## config.mk

```make
export PLATFORM = sky130hd
export DESIGN_NAME = de_pipe_reg_flat
export DESIGN_NICKNAME = d
export VERILOG_FILES = /design/src/rtl/de_pipe_reg_if.sv /design/src/rtl/de_pipe_reg.sv /design/src/flat_wrapper.sv
export SDC_FILE = /design/constraint.sdc
export NUM_CORES = 1
export LEC_CHECK = 0
export CAP_MARGIN = 5
export CORE_AREA = 2 2 158 160
export DETAILED_ROUTE_END_ITERATION = 10
export DIE_AREA = 0 0 160 162
export GPL_TIMING_DRIVEN = 0
export PLACE_DENSITY_LB_ADDON = 0.15
export SETUP_SLACK_MARGIN = 0.3
export SKIP_LAST_GASP = 1
export SYNTH_ARGS = -nofsm -noshare
export SYNTH_HDL_FRONTEND = slang
export SYNTH_SLANG_ARGS = --single-unit
```

## constraint.sdc

```tcl
create_clock -name clk -period 1.7 [get_ports clk]
set_input_delay 0.425 -clock clk [delete_from_list [all_inputs] [get_ports clk]]
set_output_delay 0.425 -clock clk [all_outputs]
set_load 0.01 [all_outputs]
```

## src/rtl/de_pipe_reg_if.sv

```systemverilog
// rtl/de_pipe_reg_if.sv - D->E pipeline register bus: D-side inputs, hazard controls, E-side outputs
interface de_pipe_reg_if #(
    parameter int CNT_W = 16
);
    logic             stall;
    logic             flush;
    logic [31:0]      D_instr;
    logic [31:0]      D_pc;
    logic [31:0]      D_rs_data;
    logic [31:0]      D_rt_data;
    logic [31:0]      D_ext;
    logic [1:0]       a3_sel;
    logic             RegWE;
    logic             MemWE;
    logic             useImm;
    logic [3:0]       ALUop;
    logic [1:0]       WBHop;
    logic [1:0]       wd_sel;
    logic [1:0]       Tnew;

    logic [31:0]      E_instr;
    logic [31:0]      E_pc;
    logic [31:0]      E_pc8;
    logic [31:0]      E_rs_data;
    logic [31:0]      E_rt_data;
    logic [31:0]      E_ext;
    logic [4:0]       E_a3;
    logic             E_we;
    logic             E_MemWE;
    logic             E_useImm;
    logic [3:0]       E_ALUop;
    logic [1:0]       E_WBHop;
    logic [1:0]       E_wd_sel;
    logic [1:0]       E_Tnew;
    logic             E_valid;
    logic [CNT_W-1:0] bubble_cnt;

    modport master (
        output stall, flush, D_instr, D_pc, D_rs_data, D_rt_data, D_ext,
               a3_sel, RegWE, MemWE, useImm, ALUop, WBHop, wd_sel, Tnew,
        input  E_instr, E_pc, E_pc8, E_rs_data, E_rt_data, E_ext, E_a3, E_we,
               E_MemWE, E_useImm, E_ALUop, E_WBHop, E_wd_sel, E_Tnew, E_valid,
               bubble_cnt
    );

    modport slave (
        input  stall, flush, D_instr, D_pc, D_rs_data, D_rt_data, D_ext,
               a3_sel, RegWE, MemWE, useImm, ALUop, WBHop, wd_sel, Tnew,
        output E_instr, E_pc, E_pc8, E_rs_data, E_rt_data, E_ext, E_a3, E_we,
               E_MemWE, E_useImm, E_ALUop, E_WBHop, E_wd_sel, E_Tnew, E_valid,
               bubble_cnt
    );
endinterface

```

## src/rtl/de_pipe_reg.sv

```systemverilog
// rtl/de_pipe_reg.sv - D->E pipeline register with bubble insertion and saturating stall counter
module de_pipe_reg #(
    parameter logic [31:0] PC_RESET = 32'h0000_3000,
    parameter int          CNT_W    = 16
) (
    input  logic        clk,
    input  logic        reset_n,
    de_pipe_reg_if.slave bus
);
    logic [31:0]      instr_q, instr_d;
    logic [31:0]      pc_q, pc_d;
    logic [31:0]      rs_q, rs_d;
    logic [31:0]      rt_q, rt_d;
    logic [31:0]      ext_q, ext_d;
    logic [4:0]       a3_q, a3_d;
    logic             we_q, we_d;
    logic             memwe_q, memwe_d;
    logic             useimm_q, useimm_d;
    logic [3:0]       aluop_q, aluop_d;
    logic [1:0]       wbhop_q, wbhop_d;
    logic [1:0]       wdsel_q, wdsel_d;
    logic [1:0]       tnew_q, tnew_d;
    logic             valid_q, valid_d;
    logic [CNT_W-1:0] cnt_q, cnt_d;

    logic             bubble;
    logic [4:0]       a3_res;

    assign bubble = bus.stall | bus.flush;

    always_comb begin
        a3_res = 5'd0;
        case (bus.a3_sel)
            2'd0:    a3_res = bus.D_instr[20:16];
            2'd1:    a3_res = bus.D_instr[15:11];
            2'd2:    a3_res = 5'd31;
            default: a3_res = 5'd0;
        endcase
    end

    always_comb begin
        // Bubble defaults; PC still follows D so a later exception can report its EPC.
        instr_d  = 32'd0;
        pc_d     = bus.D_pc;
        rs_d     = 32'd0;
        rt_d     = 32'd0;
        ext_d    = 32'd0;
        a3_d     = 5'd0;
        we_d     = 1'b0;
        memwe_d  = 1'b0;
        useimm_d = 1'b0;
        aluop_d  = 4'd0;
        wbhop_d  = 2'd0;
        wdsel_d  = 2'd0;
        tnew_d   = 2'd0;
        valid_d  = 1'b0;
        if (!bubble) begin
            instr_d  = bus.D_instr;
            rs_d     = bus.D_rs_data;
            rt_d     = bus.D_rt_data;
            ext_d    = bus.D_ext;
            a3_d     = a3_res;
            // Writes to $0 are dropped so the hazard unit never stalls on it.
            we_d     = bus.RegWE && (a3_res != 5'd0);
            memwe_d  = bus.MemWE;
            useimm_d = bus.useImm;
            aluop_d  = bus.ALUop;
            wbhop_d  = bus.WBHop;
            wdsel_d  = bus.wd_sel;
            tnew_d   = bus.Tnew;
            valid_d  = 1'b1;
        end
    end

    always_comb begin
        cnt_d = cnt_q;
        if (bus.stall && (cnt_q != {CNT_W{1'b1}})) begin
            cnt_d = cnt_q + CNT_W'(1);
        end
    end

    always_ff @(posedge clk) begin
        if (!reset_n) begin
            instr_q  <= 32'd0;
            pc_q     <= PC_RESET;
            rs_q     <= 32'd0;
            rt_q     <= 32'd0;
            ext_q    <= 32'd0;
            a3_q     <= 5'd0;
            we_q     <= 1'b0;
            memwe_q  <= 1'b0;
            useimm_q <= 1'b0;
            aluop_q  <= 4'd0;
            wbhop_q  <= 2'd0;
            wdsel_q  <= 2'd0;
            tnew_q   <= 2'd0;
            valid_q  <= 1'b0;
            cnt_q    <= '0;
        end else begin
            instr_q  <= instr_d;
            pc_q     <= pc_d;
            rs_q     <= rs_d;
            rt_q     <= rt_d;
            ext_q    <= ext_d;
            a3_q     <= a3_d;
            we_q     <= we_d;
            memwe_q  <= memwe_d;
            useimm_q <= useimm_d;
            aluop_q  <= aluop_d;
            wbhop_q  <= wbhop_d;
            wdsel_q  <= wdsel_d;
            tnew_q   <= tnew_d;
            valid_q  <= valid_d;
            cnt_q    <= cnt_d;
        end
    end

    assign bus.E_instr    = instr_q;
    assign bus.E_pc       = pc_q;
    assign bus.E_pc8      = pc_q + 32'd8;
    assign bus.E_rs_data  = rs_q;
    assign bus.E_rt_data  = rt_q;
    assign bus.E_ext      = ext_q;
    assign bus.E_a3       = a3_q;
    assign bus.E_we       = we_q;
    assign bus.E_MemWE    = memwe_q;
    assign bus.E_useImm   = useimm_q;
    assign bus.E_ALUop    = aluop_q;
    assign bus.E_WBHop    = wbhop_q;
    assign bus.E_wd_sel   = wdsel_q;
    assign bus.E_Tnew     = tnew_q;
    assign bus.E_valid    = valid_q;
    assign bus.bubble_cnt = cnt_q;
endmodule

```

## src/flat_wrapper.sv

```systemverilog
// flat-port wrapper written by rule: the top's interface ports become plain ports
module de_pipe_reg_flat 
#(
    parameter logic [31:0] PC_RESET = 32'h0000_3000,
    parameter int          CNT_W    = 16
)
  (clk, reset_n, bus_stall, bus_flush, bus_D_instr, bus_D_pc, bus_D_rs_data, bus_D_rt_data, bus_D_ext, bus_a3_sel, bus_RegWE, bus_MemWE, bus_useImm, bus_ALUop, bus_WBHop, bus_wd_sel, bus_Tnew, bus_E_instr, bus_E_pc, bus_E_pc8, bus_E_rs_data, bus_E_rt_data, bus_E_ext, bus_E_a3, bus_E_we, bus_E_MemWE, bus_E_useImm, bus_E_ALUop, bus_E_WBHop, bus_E_wd_sel, bus_E_Tnew, bus_E_valid, bus_bubble_cnt);
  de_pipe_reg_if #(.CNT_W(CNT_W)) bus_i ();
  input  logic clk;
  input  logic reset_n;
  input wire logic [$bits(bus_i.stall)-1:0] bus_stall;
  input wire logic [$bits(bus_i.flush)-1:0] bus_flush;
  input wire logic [$bits(bus_i.D_instr)-1:0] bus_D_instr;
  input wire logic [$bits(bus_i.D_pc)-1:0] bus_D_pc;
  input wire logic [$bits(bus_i.D_rs_data)-1:0] bus_D_rs_data;
  input wire logic [$bits(bus_i.D_rt_data)-1:0] bus_D_rt_data;
  input wire logic [$bits(bus_i.D_ext)-1:0] bus_D_ext;
  input wire logic [$bits(bus_i.a3_sel)-1:0] bus_a3_sel;
  input wire logic [$bits(bus_i.RegWE)-1:0] bus_RegWE;
  input wire logic [$bits(bus_i.MemWE)-1:0] bus_MemWE;
  input wire logic [$bits(bus_i.useImm)-1:0] bus_useImm;
  input wire logic [$bits(bus_i.ALUop)-1:0] bus_ALUop;
  input wire logic [$bits(bus_i.WBHop)-1:0] bus_WBHop;
  input wire logic [$bits(bus_i.wd_sel)-1:0] bus_wd_sel;
  input wire logic [$bits(bus_i.Tnew)-1:0] bus_Tnew;
  output wire logic [$bits(bus_i.E_instr)-1:0] bus_E_instr;
  output wire logic [$bits(bus_i.E_pc)-1:0] bus_E_pc;
  output wire logic [$bits(bus_i.E_pc8)-1:0] bus_E_pc8;
  output wire logic [$bits(bus_i.E_rs_data)-1:0] bus_E_rs_data;
  output wire logic [$bits(bus_i.E_rt_data)-1:0] bus_E_rt_data;
  output wire logic [$bits(bus_i.E_ext)-1:0] bus_E_ext;
  output wire logic [$bits(bus_i.E_a3)-1:0] bus_E_a3;
  output wire logic [$bits(bus_i.E_we)-1:0] bus_E_we;
  output wire logic [$bits(bus_i.E_MemWE)-1:0] bus_E_MemWE;
  output wire logic [$bits(bus_i.E_useImm)-1:0] bus_E_useImm;
  output wire logic [$bits(bus_i.E_ALUop)-1:0] bus_E_ALUop;
  output wire logic [$bits(bus_i.E_WBHop)-1:0] bus_E_WBHop;
  output wire logic [$bits(bus_i.E_wd_sel)-1:0] bus_E_wd_sel;
  output wire logic [$bits(bus_i.E_Tnew)-1:0] bus_E_Tnew;
  output wire logic [$bits(bus_i.E_valid)-1:0] bus_E_valid;
  output wire logic [$bits(bus_i.bubble_cnt)-1:0] bus_bubble_cnt;
  assign bus_i.stall = bus_stall;
  assign bus_i.flush = bus_flush;
  assign bus_i.D_instr = bus_D_instr;
  assign bus_i.D_pc = bus_D_pc;
  assign bus_i.D_rs_data = bus_D_rs_data;
  assign bus_i.D_rt_data = bus_D_rt_data;
  assign bus_i.D_ext = bus_D_ext;
  assign bus_i.a3_sel = bus_a3_sel;
  assign bus_i.RegWE = bus_RegWE;
  assign bus_i.MemWE = bus_MemWE;
  assign bus_i.useImm = bus_useImm;
  assign bus_i.ALUop = bus_ALUop;
  assign bus_i.WBHop = bus_WBHop;
  assign bus_i.wd_sel = bus_wd_sel;
  assign bus_i.Tnew = bus_Tnew;
  assign bus_E_instr = bus_i.E_instr;
  assign bus_E_pc = bus_i.E_pc;
  assign bus_E_pc8 = bus_i.E_pc8;
  assign bus_E_rs_data = bus_i.E_rs_data;
  assign bus_E_rt_data = bus_i.E_rt_data;
  assign bus_E_ext = bus_i.E_ext;
  assign bus_E_a3 = bus_i.E_a3;
  assign bus_E_we = bus_i.E_we;
  assign bus_E_MemWE = bus_i.E_MemWE;
  assign bus_E_useImm = bus_i.E_useImm;
  assign bus_E_ALUop = bus_i.E_ALUop;
  assign bus_E_WBHop = bus_i.E_WBHop;
  assign bus_E_wd_sel = bus_i.E_wd_sel;
  assign bus_E_Tnew = bus_i.E_Tnew;
  assign bus_E_valid = bus_i.E_valid;
  assign bus_bubble_cnt = bus_i.bubble_cnt;
  de_pipe_reg #(.PC_RESET(PC_RESET), .CNT_W(CNT_W)) u_core (.clk(clk), .reset_n(reset_n), .bus(bus_i));
endmodule
```

After elaboration in Yosys (flattened, before gate mapping)
Cells that the tools add are included.
- bits in registers: 195
- input bits: 179
- output and inout port bits: 227
- logic and storage cells: 29
- $add $sub $neg: 2
- eq/ne operators: 3
- multiplexer cells: 2
- bitwise logic cells: 2
- reductions and logical operators: 5
- operator list (cell ; number):
    $add 32x4->32 const B ; 1
    $add 16x1->16 const B ; 1
    $ne 16x16->1 const B ; 1
    $pmux 5 s3 ; 1
    $reduce_bool 5->1 ; 1
    $eq 2x1->1 const B ; 1
    $eq 2x2->1 const B ; 1
    $logic_and 1x1->1 ; 2
    $logic_not 2->1 ; 1
    $reduce_or 2->1 ; 1
    $mux 1 ; 1
    $not 1->1 ; 1
    $or 1x1->1 ; 1

Logic depth before layout (Yosys ltp)
- depth in word-level cells: 4
- depth in mapped cells: 5
- depth with buffers taken out: 5

Worst setup path after synthesis
Ideal clock, no wire load.
- path type: reg2out
- start: reg u_core.pc_q[13], in the netlist u_core.bus.E_pc[13]
- end: out bus_E_pc8[28]
- data arrival time: 1.550 ns
- data required time: 1.275 ns
- setup slack: -0.275 ns
- cell stages (with the launch flop): 6
- path buffers: 1
- cell sequence: dfxtp_1 > and4_1 > nand4bb_1 > buf_2 > nor4_1 > xor2_1
- cells in the longest elaborated chain, start to end: 1
- RTL lines (item ; line ; RTL):
    start, declared ; de_pipe_reg.sv:11 ; logic [31:0] pc_q, pc_d;
    start signal, assigned ; de_pipe_reg.sv:101 ; pc_q <= pc_d;
    $add 32x4->32 ; de_pipe_reg.sv:120 ; assign bus.E_pc8 = pc_q + 32'd8;
    end, declared ; flat_wrapper.sv:28 ; output wire logic [$bits(bus_i.E_pc8)-1:0] bus_E_pc8;
Every way passes these cells.

Worst setup path in the final report
- start: reg u_core.pc_q[11], in the netlist u_core.bus.E_pc[11]
- end: out bus_E_pc8[29]
Same word-level chain as after synthesis.

==> metrics.txt <==
worst r2r dst=u_core.bus.bubble_cnt[14]; commonest non-fill, non-tap cell in the layout=buf_2; Final Slew Violations=0; wire per inst=16.54 um; Worst path slowest cell=dfxtp_2; crit share post-route=144.0%; CP arrival=2020 ps; first-pass GRT wire length=34.45 mm; violated checks=negative setup slack; IO buf count=about 400; crit path time final=roughly 2400 ps; ranking of synthesized cells by area=dfxtp_1 (62%), and2_1 (17%), xnor2_1 (2.0%); Core Region=24110 um2; top_reg_cell synth=dfxtp_1; status=complete, but fails checks; first-pass iteration count of the detailed router=4; Final Skew=8.155 ps; Synth Register Bits=195; RSZ-0062 raised after global routing=yes; final core occ=between 50 and 60%; RePlAce Congestion=0.8383; CP max FO=5; share of cells above drive strength 1=around 46%; Post-synth EDFFs=0; die span in x=160 um; netlist area before placement=6255 um2; worst slew pin tran=604.1 ps; Peak supply drop=0.5088 mV; ys async rst share=0%; Cell Rows=57; Rel. slew slack=59.73%; GRT overflow=0; antenna cells=0; worst hold path class=primary input to flop; P_leak=5.813 nW; Detailed Route Iter0 Violations=147; critical path capture point type=output port; Post-route DRC=0; reg2reg start=u_core.bus.bubble_cnt[1]; reg2reg path depth=5; worst path required time=~1300 ps; Initial Util=25.95%; maxcap violations=0; Setup crit start=u_core.bus.E_pc[11]; root buffer cell=clkbuf_16; top-area cell type share of the netlist area=around 62%; final instance area=12320 um2; clk buf depth=2; CP cell instances=nand4_1 -> nand4bb_4 -> clkbuf_16 -> nor4_4 -> xor2_1 -> buf_2; syn_nets=755; most frequent cells in the layout=buf_2 (181), clkdlybuf4s50_1 (175), and2_1 (168); initial antenna violation count=0; Routed WL=23.77 mm; Crit Path Category=flop to output port; fmax=408.5 MHz; CTS tree=done; Final WS setup=-748.1 ps; Post-CTS Hold Buffers=0; dominant cell type by area after synthesis=dfxtp_1; mean post-synth cell area=10.90 um2; gr usage total=between 15 and 20%; placed inst area=11140 um2; largest net degree at the start of global routing=21; Setup WS pre-CTS=-748.4 ps; Die Ht=162 um; CP Capture Point=bus_E_pc8[29]; Antenna Nets Post-Route=0; Fin. Hold Viols=0; Num CTS Buffers=17; synth unique cells=42; Clk Latency, worst-skew pair=between 400 and 500 ps; area delta synth->final=97.04%; Yosys warnings=0; H-Tree Level Count=4; cells after synthesis=574; vias in the first global route=5841; r2r setup slk=0 ps; crit start category=flop; Via Count=5929; max incr delay on CP=350 ps; register area share after synthesis=about 62%; NumNets Final=1281; vias per inst=4.126; CTS sink cnt=195; dpl hpwl=17.66 mm; # IOs=406; die area=25920 um2; pwr/cell area=820.0 nW/um2; CTS clock-pin slew for the worst setup and hold paths=80 ps; Finish-stage setup viols=28
how the worst min path moves through the flow:
stage,to,cells past startpoint,from,slack [ps]
after floorplan,u_core.bus.bubble_cnt[15],2,u_core.bus.bubble_cnt[15],480
after global placement,u_core.bus.bubble_cnt[15],2,u_core.bus.bubble_cnt[15],470
after detailed placement,u_core.bus.bubble_cnt[15],2,u_core.bus.bubble_cnt[15],480
after CTS,u_core.bus.E_instr[11],2,bus_flush,420
after global routing,u_core.bus.E_instr[15],3,reset_n,290
final,u_core.bus.E_instr[15],3,reset_n,310
state kept, by name, summed over array words and instances, names as in the netlist, 2 cells and up:
name and cells:
u_core.bus.E_ext 32, u_core.bus.E_instr 32, u_core.bus.E_pc 32, u_core.bus.E_rs_data 32, u_core.bus.E_rt_data 32, u_core.bus.bubble_cnt 16
u_core.bus.E_a3 5, u_core.bus.E_ALUop 4, u_core.bus.E_Tnew 2, u_core.bus.E_WBHop 2, u_core.bus.E_wd_sel 2
per-stage QoR:
stage	total power, W	setup TNS (ps)	cells	hold slack [ps]
finish	0.01011	-14990	1437	307.7
floorplan	0.005185	-999.8	574	479.7
CTS	0.01026	-14380	1414	415.7
global placement	0.006033	-111140	1303	471.2
global route	0.01056	-18000	1437	292.5
detailed placement	0.006040	-109990	1303	484.9
cells in the mapped netlist, types with 4 or more instances:
library cell,count
o21ai_0,11
a21oi_1,9
or3_1,4
and2_1,169
nor3_1,7
xor2_1,14
nor2_1,9
nand4_1,6
inv_1,14
nand3_1,16
xnor2_1,14
o311a_1,4
buf_2,4
and3_1,5
nor4_1,14
dfxtp_1,195
clkbuf_1,22
nand2_1,17
per-layer routing:
layer  part of all wire (%)  track usage [%]  vias to the layer above
met5                      0                0                        -
met4                   0.94            4.259                        0
met3                     10            8.197                       16
met2                     52            32.35                      268
met1                     36            18.29                     2706
li1                       -                -                     2939
critical path, delay by kind of cell (launching register included):
family        cells  cell delay (ps)
buf+inv           2              370
simple gates      3              700
xor+xnor          1              160
flops             1              350
cells by family (layout without fill, tap and decap cells):
family / after synthesis / in the layout / share of synthesized area, %
and+or+nand+nor: 264 / 264 / 25.68
xor gates and xnor gates: 28 / 28 / 3.921
muxes: 1 / 1 / 0.1600
adders and majority gates: 2 / 2 / 0.4000
AOI/OAI and AO/OA: 40 / 40 / 4.521
buffers and inverters: 44 / 583 / 2.901
DFF: 195 / 195 / 62.41
repair_timing:
action | 4_1_cts | 5_1_grt
pin swaps | 37 | 41
setup endpoints to repair | 405 | 184
buffers inserted | 75 | 25
resized for setup | 1072 | 64
gates cloned | 4 | 0
area by class of cell:
class | instances | area (um2)
sequential | 195 | 4056
clock inverter | 13 | 152.6
clock buffer | 19 | 464.2
fill | 2240 | 11780
timing repair buffer | 509 | 4253
multi-input combinational | 335 | 2703
tap | 324 | 405.4
inverter | 15 | 61.31
buffer | 27 | 229.0
power breakdown:
part	internal, W	total, W	switching, W	leakage (nW)
clock network	0.00212	0.00415	0.00203	0.297
logic	0.000772	0.00122	0.000449	3.90
registers	0.00467	0.00474	0.0000648	1.62
total	0.00756	0.0101	0.00254	5.81
Power figures use the tool's default switching activity.
